===== src/rtl/fetch_unit_if.sv =====
// Fetch-stage bus bundle: PC loop to program_counter, instruction-memory
// request/response channel, redirect input and the decode-facing handshake.
// master = fetch unit side, slave = surrounding pipeline / memory side.
interface fetch_unit_if #(
  parameter int unsigned ADDR_W = 32,
  parameter int unsigned DATA_W = 32
);
  logic [ADDR_W-1:0] pc_out;
  logic [ADDR_W-1:0] pc_in;
  logic              imem_req_valid;
  logic [ADDR_W-1:0] imem_req_addr;
  logic              imem_req_ready;
  logic              imem_resp_valid;
  logic [DATA_W-1:0] imem_resp_data;
  logic              redirect_valid;
  logic [ADDR_W-1:0] redirect_pc;
  logic              inst_valid;
  logic [DATA_W-1:0] inst_data;
  logic [ADDR_W-1:0] inst_pc;
  logic              inst_ready;

  modport master (
    input  pc_out, imem_req_ready, imem_resp_valid, imem_resp_data,
           redirect_valid, redirect_pc, inst_ready,
    output pc_in, imem_req_valid, imem_req_addr, inst_valid, inst_data, inst_pc
  );

  modport slave (
    output pc_out, imem_req_ready, imem_resp_valid, imem_resp_data,
           redirect_valid, redirect_pc, inst_ready,
    input  pc_in, imem_req_valid, imem_req_addr, inst_valid, inst_data, inst_pc
  );
endinterface


===== src/rtl/fetch_unit.sv =====
// Instruction fetch stage. Issues pc_out to instruction memory, tracks in-flight
// requests with a tag FIFO, buffers in-order responses in a QDEPTH-entry queue
// and computes the next PC. Requests are credit-limited so that queued plus
// outstanding never exceeds QDEPTH. Responses belonging to requests issued
// before a redirect are counted as stale and dropped.
// Optional feature: define FETCH_BYPASS_EN to forward a response straight to
// decode in the same cycle when the queue is empty.
module fetch_unit #(
  parameter int unsigned ADDR_W = 32,
  parameter int unsigned DATA_W = 32,
  parameter int unsigned QDEPTH = 2
) (
  input logic          clock,
  input logic          reset,
  fetch_unit_if.master bus
);

  localparam int unsigned PtrW   = (QDEPTH > 1) ? $clog2(QDEPTH) : 1;
  localparam int unsigned CntW   = $clog2(QDEPTH + 1);
  localparam int unsigned StaleW = 8;
  localparam logic [PtrW-1:0] PtrLast = PtrW'(QDEPTH - 1);
  localparam logic [CntW:0]   Credits = (CntW + 1)'(QDEPTH);

  logic [DATA_W-1:0] data_q [QDEPTH];
  logic [ADDR_W-1:0] pc_q   [QDEPTH];
  logic [ADDR_W-1:0] tag_q  [QDEPTH];

  logic [PtrW-1:0]   rd_ptr_q, rd_ptr_d, wr_ptr_q, wr_ptr_d;
  logic [PtrW-1:0]   tag_rd_q, tag_rd_d, tag_wr_q, tag_wr_d;
  logic [CntW-1:0]   cnt_q, cnt_d, out_q, out_d;
  logic [StaleW-1:0] stale_q, stale_d;

  logic [CntW:0] inflight;
  logic          req_valid, req_fire, resp_drop, resp_take, bypass, push, pop;

  function automatic logic [PtrW-1:0] next_ptr(input logic [PtrW-1:0] p);
    return (p == PtrLast) ? '0 : p + PtrW'(1);
  endfunction

  // Handshake decode and combinational outputs.
  always_comb begin
    inflight  = {1'b0, cnt_q} + {1'b0, out_q};
    req_valid = !reset && !bus.redirect_valid && (inflight < Credits);
    req_fire  = req_valid && bus.imem_req_ready;
    resp_drop = bus.imem_resp_valid && (stale_q != '0);
    resp_take = bus.imem_resp_valid && (stale_q == '0) && (out_q != '0) && !bus.redirect_valid;
`ifdef FETCH_BYPASS_EN
    bypass    = resp_take && (cnt_q == '0);
`else
    bypass    = 1'b0;
`endif
    pop       = (cnt_q != '0) && bus.inst_ready;
    // A bypassed response that decode accepts never enters the queue.
    push      = resp_take && !(bypass && bus.inst_ready);

    bus.imem_req_valid = req_valid;
    bus.imem_req_addr  = bus.pc_out;
    if (bus.redirect_valid) begin
      bus.pc_in = {bus.redirect_pc[ADDR_W-1:2], 2'b00};
    end else if (req_fire) begin
      bus.pc_in = bus.pc_out + ADDR_W'(4);
    end else begin
      bus.pc_in = bus.pc_out;
    end

    bus.inst_valid = (cnt_q != '0) || bypass;
    bus.inst_data  = bypass ? bus.imem_resp_data : data_q[rd_ptr_q];
    bus.inst_pc    = bypass ? tag_q[tag_rd_q]    : pc_q[rd_ptr_q];
  end

  // Next-state for queue, tag FIFO and credit counters.
  always_comb begin
    rd_ptr_d = rd_ptr_q;
    wr_ptr_d = wr_ptr_q;
    tag_rd_d = tag_rd_q;
    tag_wr_d = tag_wr_q;
    cnt_d    = cnt_q;
    out_d    = out_q;
    stale_d  = stale_q;
    if (bus.redirect_valid) begin
      // Everything in flight becomes stale; a response landing this cycle
      // retires one of them immediately.
      rd_ptr_d = '0;
      wr_ptr_d = '0;
      tag_rd_d = '0;
      tag_wr_d = '0;
      cnt_d    = '0;
      out_d    = '0;
      stale_d  = stale_q + StaleW'(out_q)
               - StaleW'(bus.imem_resp_valid && ((stale_q != '0) || (out_q != '0)));
    end else begin
      if (pop)       rd_ptr_d = next_ptr(rd_ptr_q);
      if (push)      wr_ptr_d = next_ptr(wr_ptr_q);
      if (resp_take) tag_rd_d = next_ptr(tag_rd_q);
      if (req_fire)  tag_wr_d = next_ptr(tag_wr_q);
      if (resp_drop) stale_d  = stale_q - StaleW'(1);
      cnt_d = cnt_q + CntW'(push) - CntW'(pop);
      out_d = out_q + CntW'(req_fire) - CntW'(resp_take);
    end
  end

  // State registers and storage writes.
  always_ff @(posedge clock or posedge reset) begin
    if (reset) begin
      rd_ptr_q <= '0;
      wr_ptr_q <= '0;
      tag_rd_q <= '0;
      tag_wr_q <= '0;
      cnt_q    <= '0;
      out_q    <= '0;
      stale_q  <= '0;
      for (int unsigned i = 0; i < QDEPTH; i++) begin
        data_q[i] <= '0;
        pc_q[i]   <= '0;
        tag_q[i]  <= '0;
      end
    end else begin
      rd_ptr_q <= rd_ptr_d;
      wr_ptr_q <= wr_ptr_d;
      tag_rd_q <= tag_rd_d;
      tag_wr_q <= tag_wr_d;
      cnt_q    <= cnt_d;
      out_q    <= out_d;
      stale_q  <= stale_d;
      if (push) begin
        data_q[wr_ptr_q] <= bus.imem_resp_data;
        pc_q[wr_ptr_q]   <= tag_q[tag_rd_q];
      end
      if (req_fire) begin
        tag_q[tag_wr_q] <= bus.pc_out;
      end
    end
  end

endmodule


===== src/flat_wrapper.sv =====
// flat-port wrapper written by rule: the top's interface ports become plain ports
module fetch_unit_flat 
#(
  parameter int unsigned ADDR_W = 32,
  parameter int unsigned DATA_W = 32,
  parameter int unsigned QDEPTH = 2
)
  (clock, reset, bus_pc_out, bus_imem_req_ready, bus_imem_resp_valid, bus_imem_resp_data, bus_redirect_valid, bus_redirect_pc, bus_inst_ready, bus_pc_in, bus_imem_req_valid, bus_imem_req_addr, bus_inst_valid, bus_inst_data, bus_inst_pc);
  fetch_unit_if #(.ADDR_W(ADDR_W), .DATA_W(DATA_W)) bus_i ();
  input logic clock;
  input logic reset;
  input wire logic [$bits(bus_i.pc_out)-1:0] bus_pc_out;
  input wire logic [$bits(bus_i.imem_req_ready)-1:0] bus_imem_req_ready;
  input wire logic [$bits(bus_i.imem_resp_valid)-1:0] bus_imem_resp_valid;
  input wire logic [$bits(bus_i.imem_resp_data)-1:0] bus_imem_resp_data;
  input wire logic [$bits(bus_i.redirect_valid)-1:0] bus_redirect_valid;
  input wire logic [$bits(bus_i.redirect_pc)-1:0] bus_redirect_pc;
  input wire logic [$bits(bus_i.inst_ready)-1:0] bus_inst_ready;
  output wire logic [$bits(bus_i.pc_in)-1:0] bus_pc_in;
  output wire logic [$bits(bus_i.imem_req_valid)-1:0] bus_imem_req_valid;
  output wire logic [$bits(bus_i.imem_req_addr)-1:0] bus_imem_req_addr;
  output wire logic [$bits(bus_i.inst_valid)-1:0] bus_inst_valid;
  output wire logic [$bits(bus_i.inst_data)-1:0] bus_inst_data;
  output wire logic [$bits(bus_i.inst_pc)-1:0] bus_inst_pc;
  assign bus_i.pc_out = bus_pc_out;
  assign bus_i.imem_req_ready = bus_imem_req_ready;
  assign bus_i.imem_resp_valid = bus_imem_resp_valid;
  assign bus_i.imem_resp_data = bus_imem_resp_data;
  assign bus_i.redirect_valid = bus_redirect_valid;
  assign bus_i.redirect_pc = bus_redirect_pc;
  assign bus_i.inst_ready = bus_inst_ready;
  assign bus_pc_in = bus_i.pc_in;
  assign bus_imem_req_valid = bus_i.imem_req_valid;
  assign bus_imem_req_addr = bus_i.imem_req_addr;
  assign bus_inst_valid = bus_i.inst_valid;
  assign bus_inst_data = bus_i.inst_data;
  assign bus_inst_pc = bus_i.inst_pc;
  fetch_unit #(.ADDR_W(ADDR_W), .DATA_W(DATA_W), .QDEPTH(QDEPTH)) u_core (.clock(clock), .reset(reset), .bus(bus_i));
endmodule

===== config.mk =====
export PLATFORM = sky130hd
export DESIGN_NAME = fetch_unit_flat
export DESIGN_NICKNAME = d
export VERILOG_FILES = /design/src/rtl/fetch_unit_if.sv /design/src/rtl/fetch_unit.sv /design/src/flat_wrapper.sv
export SDC_FILE = /design/constraint.sdc
export NUM_CORES = 1
export LEC_CHECK = 0
export ABC_AREA = 1
export CORE_MARGIN = 2
export CORE_UTILIZATION = 40
export CTS_BUF_LIST = sky130_fd_sc_hd__clkbuf_16
export DETAILED_ROUTE_END_ITERATION = 6
export GPL_ROUTABILITY_DRIVEN = 0
export HOLD_SLACK_MARGIN = 0.1
export PLACE_DENSITY = 0.67
export SLEW_MARGIN = 20
export SYNTH_ARGS = -nofsm -noshare
export SYNTH_HDL_FRONTEND = slang
export SYNTH_SLANG_ARGS = --single-unit

===== constraint.sdc =====
create_clock -name clock -period 6.7 [get_ports clock]
set_input_delay 1.34 -clock clock [delete_from_list [all_inputs] [get_ports clock]]
set_output_delay 1.34 -clock clock [all_outputs]
set_load 0.01 [all_outputs]

Yosys cells after proc, flatten, opt, wreduce, memory -nomap -nowiden
Cells that the tools add are included.
Operators by class
  bitwise operators: 4
  add/subtract/negate cells: 13
  reductions and logical operators: 22
  magnitude comparators: 7
  mux-type cells: 34
Operator list (number)
  32-bit two-way mux: 13
  64-bit bitwise mux: 3
  32-bit demux with 1-bit select: 2
  32-bit by 3-bit adder with 32-bit output (second input constant): 1
  8-bit two-way mux: 2
  1-bit two-way mux: 12
  2-bit nonzero test: 6
  1-bit logical AND: 11
  8-bit by 2-bit adder with 8-bit output: 1
  2-bit greater-or-equal comparator (second input constant): 4
  8-bit zero test: 1
  1-bit NOT with 2-bit output: 4
  8-bit nonzero test: 1
  8-bit by 1-bit subtractor with 8-bit output: 1
  8-bit by 1-bit subtractor with 8-bit output (second input constant): 1
  1-bit adder (second input constant): 4
  2-bit by 1-bit adder with 2-bit output: 2
  2-bit by 1-bit < comparator with 1-bit output (second input constant): 2
  2-bit two-way mux: 2
  2-bit by 1-bit subtractor with 2-bit output: 2
  2-bit by 2-bit adder with 3-bit output: 1
  3-bit by 2-bit < comparator with 1-bit output (second input constant): 1
  1-bit zero test: 2
  1-bit logical OR: 1
Word-level totals
  bits in registers: 208
  word-level logic and storage cells: 93
  output and inout bits: 130

Logic depth before layout (Yosys ltp)
Gate-level depths: netlist of run 1.
  depth in word-level cells: 7
  mapped depth: 16

Least setup slack after synthesis of run 1
Ideal clock, no wire load.
  path type: input to output
  from: input bus_redirect_valid
  to: output bus_pc_in[12]
  data required time: 5.360 ns
  stages on the path: 8
  buffers on the path: 2
  arrival time: 2.380 ns
  setup slack: 2.980 ns
  cell sequence: buf_6 nor2_8 nand3_4 buf_6 nor2_4 nand2_1 xor2_1 o21ai_1
Between the ends
  longest elaborated chain between the ends: 6
RTL lines
  start: declaration: line flat_wrapper.sv:16  | input wire logic [$bits(bus_i.redirect_valid)-1:0] bus_redirect_valid;
  1-bit zero test: line fetch_unit.sv:43  | req_valid = !reset && !bus.redirect_valid && (inflight < Credits);
  1-bit logical AND (2 in series): line fetch_unit.sv:43
  1-bit logical AND: line fetch_unit.sv:44  | req_fire = req_valid && bus.imem_req_ready;
  32-bit two-way mux: line fetch_unit.sv:60  | end else if (req_fire) begin
  32-bit two-way mux *: line fetch_unit.sv:58  | if (bus.redirect_valid) begin
  end: declaration: line flat_wrapper.sv:19  | output wire logic [$bits(bus_i.pc_in)-1:0] bus_pc_in;
Mark *: on every way between the ends. The rest lies on a longest branch, timed or not.

Worst setup path after layout of run 1
  from: input bus_pc_out[3]
  to: output bus_pc_in[18]
Between the ends
  longest elaborated chain between the ends: 3
RTL lines
  start: declaration: line flat_wrapper.sv:12  | input wire logic [$bits(bus_i.pc_out)-1:0] bus_pc_out;
  32-bit by 3-bit adder with 32-bit output: line fetch_unit.sv:61  | bus.pc_in = bus.pc_out + ADDR_W'(4);
  32-bit two-way mux: line fetch_unit.sv:60
  32-bit two-way mux: line fetch_unit.sv:58
No other way between the ends.

==> metrics.csv, run 1 <==
metric,value,unit
status,completed,
area_growth,25.88,%
placement.cell_area,13540,um^2
irDropWorstVdd,161.8,uV
hold_class,reg2reg,
dp_hpwl,20.16,mm
initial_core_util,40.65,%
critical_path.startpoint_type,input port,
drt_iter0_drc,756,
antenna_found_initial,0,
insertion_delay,0.51,ns
num_rows,61,
crit_type,in2out,
slew_viol_final,0,
synth_top_area_cell,dfrtp_1,
io_pins,232,
cts_tree,built,
setup_violations,0,
nNetsFinal,1743,
port_buffers,229,
cts_resized,0,
synthTopCellsByCount,"nand2_1, dfrtp_1, o21ai_0, inv_1, nor2_1",
firstDrtPassIters,6,
ys_seq_area_share,45.96,%
core,27860,um^2
grt_max_degree,134,
ys_warn_count,0,
grtUsageTotal,20.51,%
fin_tns_setup,0,ns
rsz0062_at_grt,no,
cts.clk_slew.worst_paths,0.05,ns
wl_per_cell,14.85,um
cts_htree_levels,1,
num_vias,9766,
wirelength,29.83,mm
synth_seq_cells,208,
cp_top_family,buffers and inverters,
post-place-cells,1969,
slew_headroom,35.43,%
ys_types,35,
cts_hold_buf,0,
dieArea,29670,um^2
cts_num_sinks,208,
die_height,172.3,um
pre_cts_ws,1.551,ns
layoutNonFillerInstCount,2008,
fillers,2640,
die_x,172.3,um
fin_util,51.17,%
critPathBufInv,2,
finClkSkew,0.01323,ns
cts_made_buffers,24,
post_cts_buffers,0,
power.leakage,6.912,nW
async_reset_ff_share,100.0,%
path_cells,"clkdlybuf4s50_1, ha_1, nand3_1, nor2_1, nand3_4, o21ai_0, nand3_1, nand2_1, clkdlybuf4s50_1",
critPathMaxFanout,7,
cp_slowest_cell,clkdlybuf4s50_1,
avgSynthCellArea,7.794,um^2
drc,0,
grt_pass1_vias,9533,
crit_arrival,3.82,ns
grt_pass1_wl,48.63,mm
cp-end-kind,primary output,
syn_nets,1579,
fin_crit,5.155,ns
ys.flop_type,dfrtp_1,
crit_path_max_incr_delay,0.62,ns
final.period_utilization,76.95,%
stdcell_area,14250,um^2
worst_pin_slew,0.9686,ns
seqCellArea,5209,um^2
clk_path_buf_depth,3,
n_antenna_cell,0,
cp.required,5.36,ns
antenna_left,0,
powerDensity,273.8,nW/um^2
finalHoldViolations,0,
synth_edf_count,0,
drive_above_1_share,7.423,%
yosysMostFrequentCell,nand2_1,
netlist_area,11320,um^2
setup_ws,1.545,ns
grt_overflow,0,
synth_cells,1453,
synthTopCellsByArea,"dfrtp_1, nand2_1, o21ai_0",
max_cap_violations,0,
multi_input_area,4865,um^2
cts-root-buf,clkbuf_16,
via_per_inst,4.864,
max_freq,0.1940,GHz
synth_top_area_share,45.96,%
## worst min-delay path, delay by kind of cell (launching register included)
family | cells | cell delay [ns]
flip-flops | 1 | 0.33
AND/OR/NAND/NOR | 1 | 0.05
AO/OA/AOI/OAI | 1 | 0.06
## final cells by class
cell class / instances / area share [%]
multi-input combinational: 983 / 34.13
timing repair buffer: 238 / 16.69
inverter: 162 / 4.292
clock inverter: 14 / 0.6407
sequential: 208 / 36.54
clock buffer: 25 / 4.389
tap: 378 / 3.318
## placed cells by master, fill, tap and decap left out, types with 2 or more instances in the layout
cell type,n
a21oi_1,14
a31oi_1,3
buf_12,2
buf_4,7
clkbuf_16,25
clkdlybuf4s50_1,228
clkinv_1,2
clkinv_2,4
clkinvlp_4,3
dfrtp_1,207
fa_1,2
ha_1,22
inv_1,163
inv_2,3
mux2_2,32
nand2_1,534
nand2_2,2
nand2_4,2
nand3_1,51
nand3_4,3
nand4_1,11
nor2_1,55
nor2_2,3
nor2_4,5
nor2_8,2
nor3_1,3
o21ai_0,176
o21ai_1,20
o21ai_2,23
or2_2,2
xnor2_1,2
xor2_1,13
## metrics by stage
step           power (mW)  hold WS (ns)
6_report            3.902        0.4748
5_1_grt             4.170        0.4860
4_1_cts             3.942        0.4794
3_5_place_dp        2.714        0.4647
3_3_place_gp        2.680        0.4590
2_1_floorplan       2.268        0.4476
## flip-flops by register name, indices dropped and copies added, names as in the netlist
register,cells
u_core.tag_wr_q,1
u_core.tag_rd_q,1
u_core.rd_ptr_q,1
u_core.tag_q,64
u_core.cnt_q,2
u_core.wr_ptr_q,1
u_core.out_q,2
u_core.data_q,64
u_core.pc_q,64
u_core.stale_q,8
## final timing paths
| path | start | endpoint | slack [ns] | cells after the start |
|---|---|---|---|---|
| max reg2reg | u_core.stale_q[4]$_DFFE_PP0P_ | u_core.stale_q[6]$_DFFE_PP0P_ | 3.72 | 15 |
| max | bus_pc_out[3] | bus_pc_in[18] | 1.54 | 9 |
| max in group asynchronous | reset | u_core.rd_ptr_q$_DFFE_PP0P_ | 4.27 | 3 |
| min reg2reg | u_core.tag_q[11]$_DFFE_PP0P_ | u_core.tag_q[11]$_DFFE_PP0P_ | 0.47 | 2 |
| min | u_core.tag_q[11]$_DFFE_PP0P_ | u_core.tag_q[11]$_DFFE_PP0P_ | 0.47 | 2 |
| min in group asynchronous | reset | u_core.tag_wr_q$_DFFE_PP0P_ | 1.52 | 3 |
## logic make-up (layout without fill, tap and decap cells)
group / Yosys count / count (layout) / synth area share [%]
xor+xnor: 15 / 15 / 1.160
flops: 208 / 208 / 45.96
compound gates: 239 / 239 / 11.41
mux: 32 / 32 / 3.182
simple gates: 673 / 673 / 24.42
fa+ha+maj: 24 / 24 / 2.784
buf+inv: 262 / 439 / 11.08
## routing by layer
metal  GRT usage [%]  vias to the layer above  wire [um]
met1           27.89                     4513      13590
met5               0                        -          0
li1                -                     4863          -
met4           5.115                        0        554
met3           3.639                       42       2143
met2           34.01                      348      13550
## where the power goes
group	total, mW	switching, mW	internal [mW]	leakage [nW]
Clock	1.20	0.497	0.705	0.368
Sequential	1.54	0.105	1.43	2.48
Combinational	1.16	0.630	0.530	4.07
(Power assumes the default switching activity.)
==> run 2: changes to the inputs <==
Settings changed: PLACE_DENSITY 0.67 to not set.
Clock period 6.7 ns to 5.1 ns, I/O delays scaled along.
==> run 2 against run 1 <==
Critical path depth is the same; setup slack worse by 0.88 ns; total power increased by 31%; cell area increased by 0.32%; clock skew grew 0.0041 ns; worst hold slack about the same.
==> metrics.csv, run 2 (synthesized netlist as in run 1, its figures left out) <==
metric,value,unit
status,completed,
p_comb_share,29.3,%
die_height,172.3,um
max_freq,0.2253,GHz
cell_internal_pwr,3.509,mW
slew_viol_final,0,
grt_pass1_wl,47.83,mm
num_vias,9556,
core,27860,um^2
final_cell_mix,"nand2_1, clkdlybuf4s50_1, dfrtp_1",
cts_made_buffers,24,
firstDrtPassIters,5,
power_frac_clock,31.0,%
layoutNonFillerInstCount,2015,
crit_start,bus_pc_out[9],
cts_hold_buf,0,
use_met1,28.83,%
dieArea,29670,um^2
via_per_inst,4.742,
clk_path_buf_depth,3,
slew_headroom,44.00,%
fin_crit,4.438,ns
dp_hpwl,20.17,mm
finalHoldViolations,0,
area_growth,26.27,%
rsz0062_at_grt,no,
worst_pin_slew,0.8400,ns
p_seq_share,39.7,%
critPathMaxFanout,6,
reg_top3,"u_core.data_q x64, u_core.pc_q x64, u_core.tag_q x64",
switchingPower,1.613,mW
nNetsFinal,1746,
wirelength,29.46,mm
cts.clk_slew.worst_paths,0.06,ns
io_pins,232,
port_buffers,229,
crit_arrival,3.42,ns
setup_ws,0.6620,ns
max_cap_violations,0,
min_from,u_core.data_q[4]$_DFFE_PP0P_,
n_antenna_cell,0,
cts_tree,built,
drive_above_1_share,7.392,%
r2r-start,u_core.stale_q[5]$_DFFE_PP0P_,
cts_htree_levels,1,
swShare,31.49,%
post-place-cells,1972,
cp_slowest_cell,clkdlybuf4s50_1,
powerDensity,358.2,nW/um^2
crit_type,in2out,
fin_tns_setup,0,ns
die_x,172.3,um
grt_pass1_vias,9175,
final_common_cell,nand2_1,
antenna_found_initial,0,
hold_class,reg2reg,
cts_resized,0,
cts-root-buf,clkbuf_16,
pre_cts_ws,0.6765,ns
path_cells,"clkdlybuf4s50_1, nand2_1, nor2_4, inv_1, nor2_1, nand2_1, xor2_1, o21ai_1, clkdlybuf4s50_1",
critPathBufInv,3,
whs,0.4748,ns
grt_overflow,0,
final.period_utilization,87.02,%
insertion_delay,0.51,ns
p_total,5.122,mW
power.leakage,6.957,nW
multi_input_area,4865,um^2
crit_path_max_incr_delay,0.62,ns
grt_max_degree,128,
use_met3,3.799,%
cp_top_family,buffers and inverters,
drt_iter0_drc,532,
cp.required,4.08,ns
cts_num_sinks,208,
grtUsageTotal,20.08,%
antenna_left,0,
cp-end-kind,primary output,
irDropWorstVdd,274.1,uV
drc,0,
setup_violations,0,
use_met2,31.88,%
post_cts_buffers,0,
num_rows,61,
finClkSkew,0.01731,ns
seqCellArea,5209,um^2
fillers,2768,
critical_path.startpoint_type,input port,
grt.busiest_layer,met2,
initial_core_util,40.65,%
wl_per_cell,14.62,um
-- run 2: changes by cell type in the layout (fill, tap and decap cells not counted) --
| cell | before | now |
|---|---|---|
| clkinv_2 | 4 | 2 |
| clkinv_1 | 2 | 4 |
| buf_4 | 7 | 9 |
| buf_12 | 2 | 3 |
| clkinv_4 | 0 | 1 |
| inv_1 | 163 | 168 |
| clkinvlp_4 | 3 | 1 |
-- run 2: final timing paths --
path | slack [ns] | depth (start not counted) | endpoint
setup / recovery | 0.66 | 9 | bus_pc_in[21]
hold / removal | 0.47 | 2 | u_core.data_q[4]$_DFFE_PP0P_
setup reg to reg | 2.10 | 15 | u_core.stale_q[6]$_DFFE_PP0P_
hold reg to reg | 0.47 | 2 | u_core.data_q[4]$_DFFE_PP0P_
max in group asynchronous | 3.12 | 3 | u_core.rd_ptr_q$_DFFE_PP0P_
min in group asynchronous | 1.05 | 2 | u_core.cnt_q[1]$_DFF_PP0_
-- run 2: final cells by class --
type,instances,share of cell area [%]
multi-input cells,983,34.02
flip-flops and latches,208,36.42
clock inverters,18,0.7087
inverters,162,4.279
clock buffers,25,4.375
well taps,378,3.307
repair buffers,241,16.89
-- run 2: layer usage --
metal	share of wire, %	wire length, um
met1	49	14510
met2	43	12770
met3	6.1	1798
met4	1.3	379
met5	0	0
-- run 2: worst min-delay path: stages (launching register included) --
cell and delay [ns]:
dfrtp_1 0.34, nand2_1 0.05, nand2_1 0.06
-- run 2: power by group through the flow --
| stage | clock network, mW | registers [mW] | logic [mW] |
|---|---|---|---|
| 5_1_grt | 1.71 | 2.07 | 1.70 |
| 2_1_floorplan | 0 | 2.00 | 0.981 |
| 3_5_place_dp | 0 | 2.06 | 1.50 |
| 6_report | 1.59 | 2.03 | 1.50 |
| 3_3_place_gp | 0 | 2.05 | 1.48 |
| 4_1_cts | 1.63 | 2.03 | 1.51 |
-- run 2: per-stage QoR --
stage | utilization [%] | area, um^2
6_report | 51.33 | 14300
5_1_grt | 51.33 | 14300
3_5_place_dp | 48.72 | 13570
3_3_place_gp | 48.72 | 13570
2_1_floorplan | - | 11330
4_1_cts | 51.33 | 14300
==> run 3: changes to the inputs <==
Settings changed: HOLD_SLACK_MARGIN 0.1 to 0.05, PLACE_DENSITY set to 0.67.
Clock period 5.1 ns to 3.7 ns, I/O delays scaled along.
==> run 3 against run 2 <==
Sequential cell count unchanged; cell area up 2.8%; worst hold slack better by 0.0020 ns; sequential share of layout area down 0.99 points; clock power up 35%; clock skew down 0.011 ns; first-iteration DRC count up 11%; die area unchanged; sequential power up 38%; non-clock buffer count up 41; critical path type is now reg2out; critical endpoint is now bus_pc_in[23].
==> metrics.csv, run 3 (synthesized netlist as in run 1, its figures left out) <==
metric,value,unit
status,completed,
wirelength,30.13,mm
r2r_end,u_core.stale_q[6]$_DFFE_PP0P_,
crit_type,reg2out,
cp_top_family,simple AND/OR/NAND/NOR gates,
max_freq,0.2711,GHz
grtUsageTotal,20.61,%
slew_headroom,40.04,%
num_vias,9836,
num_rows,61,
final_common_cell,nand2_1,
cp-end-kind,primary output,
antenna_found_initial,0,
die_x,172.3,um
critPathBufInv,3,
critical_path.startpoint_type,flop,
stdcell_area,14700,um^2
holdPathEnd,u_core.tag_q[8]$_DFFE_PP0P_,
drive_above_1_share,10.22,%
n_antenna_cell,0,
io_pins,232,
cts_htree_levels,1,
drt_iter0_drc,592,
crit_arrival,2.95,ns
hold_class,reg2reg,
critPathMaxFanout,6,
reg2regPathDepth,15,
finalHoldViolations,0,
r2r-start,u_core.stale_q[5]$_DFFE_PP0P_,
grt_pass1_vias,9705,
holdPathStages,2,
power.leakage,7.341,nW
dieArea,29670,um^2
cts.clk_slew.worst_paths,0.06,ns
cts_num_sinks,208,
layoutNonFillerInstCount,2051,
powerDensity,479.2,nW/um^2
drc,0,
cts-root-buf,clkbuf_16,
rsz0062_at_grt,yes,
dp_hpwl,20.96,mm
port_buffers,229,
die_height,172.3,um
worst_pin_slew,0.8994,ns
post-place-cells,2005,
via_per_inst,4.796,
cp.required,2.96,ns
core,27860,um^2
initial_core_util,40.65,%
wl_per_cell,14.69,um
placement.cell_area,13870,um^2
clk_path_buf_depth,3,
irDropWorstVdd,320.7,uV
nNetsFinal,1786,
final.period_utilization,99.70,%
setup_ws,0.01095,ns
max_cap_violations,0,
grt_max_degree,95,
pre_cts_ws,-0.02524,ns
grt_overflow,0,
area_growth,29.80,%
cp_slowest_cell,fa_1,
r2r_slack,0.66,ns
grt_pass1_wl,48.97,mm
min_from,u_core.tag_q[8]$_DFFE_PP0P_,
final_cell_mix,"nand2_1, dfrtp_1, clkdlybuf4s50_1",
cts_tree,built,
finClkSkew,0.006315,ns
reg_top3,"u_core.data_q x64, u_core.pc_q x64, u_core.tag_q x64",
fin_crit,3.689,ns
slew_viol_final,0,
crit_path_max_incr_delay,0.48,ns
path_cells,"nand2_1, inv_1, fa_1, nor2_4, buf_4, nand2_4, nor2_8, nand3_4, nor2_4, nand3_1, nand3_1, nand2_1, clkdlybuf4s50_1",
setup_violations,0,
insertion_delay,0.50,ns
antenna_left,0,
firstDrtPassIters,5,
fillers,2643,
cts_made_buffers,23,
path_depth,13,
run 3: worst min-delay path: stages (launching register included):
cell,delay (ns)
dfrtp_1,0.34
nand2_1,0.05
o21ai_0,0.06
run 3: worst max-delay path by stage:
stage | slack (ns) | endpoint | startpoint
after detailed placement | -0.03 | bus_pc_in[18] | bus_pc_out[3]
after CTS | -0.01 | bus_pc_in[23] | u_core.out_q[0]$_DFF_PP0_
after floorplan | 0.26 | u_core.cnt_q[0]$_DFF_PP0_ | reset
final | 0.01 | bus_pc_in[23] | u_core.out_q[0]$_DFF_PP0_
after global placement | -0.03 | bus_pc_in[18] | bus_pc_out[3]
after global routing | -0.12 | bus_pc_in[23] | u_core.out_q[0]$_DFF_PP0_
run 3: stage by stage:
step                       TNS, ns  util [%]  hold slack (ns)  total power [mW]
after floorplan                  0         -           0.4476             4.107
after global placement    -0.02807     49.79           0.4597             4.894
after detailed placement  -0.02524     49.79           0.4643             4.944
after CTS                 -0.01076     52.38           0.4798             7.134
after global routing       -0.1984     52.76           0.4953             7.516
final                            0     52.76           0.4768             7.044
run 3: final cells by class:
cell class | instances | area, um^2 | share of cell area, %
Sequential cell | 208 | 5209 | 35.44
Multi-Input combinational cell | 983 | 4898 | 33.32
Timing Repair Buffer | 282 | 2818 | 19.17
Inverter | 162 | 611.8 | 4.162
Clock buffer | 23 | 575.6 | 3.916
Tap cell | 378 | 473.0 | 3.218
Clock inverter | 15 | 113.9 | 0.7746
run 3: layer usage:
layer,track usage [%],vias to the layer above,wire (um)
li1,-,4939,-
met1,28.20,4558,13970
met2,33.68,297,13570
met3,4.211,42,2108
met4,4.896,0,490
met5,0,-,0
run 3: report_power, final:
part           switching, mW  internal (mW)  leakage, nW  total [mW]
Sequential             0.212           2.60         2.48        2.81
Combinational           1.11          0.981         4.50        2.09
Clock                  0.886           1.25        0.364        2.14
Total                   2.21           4.83         7.34        7.04
run 3: what timing repair did:
action / CTS / global route
hold buffers: 0 / 0
hold endpoints to repair: 0 / 0
cloned: 0 / 0
resized for setup: 14 / 31
setup buffers: 3 / 5
endpoints found under the setup margin: 23 / 18
pin swaps: 3 / 1
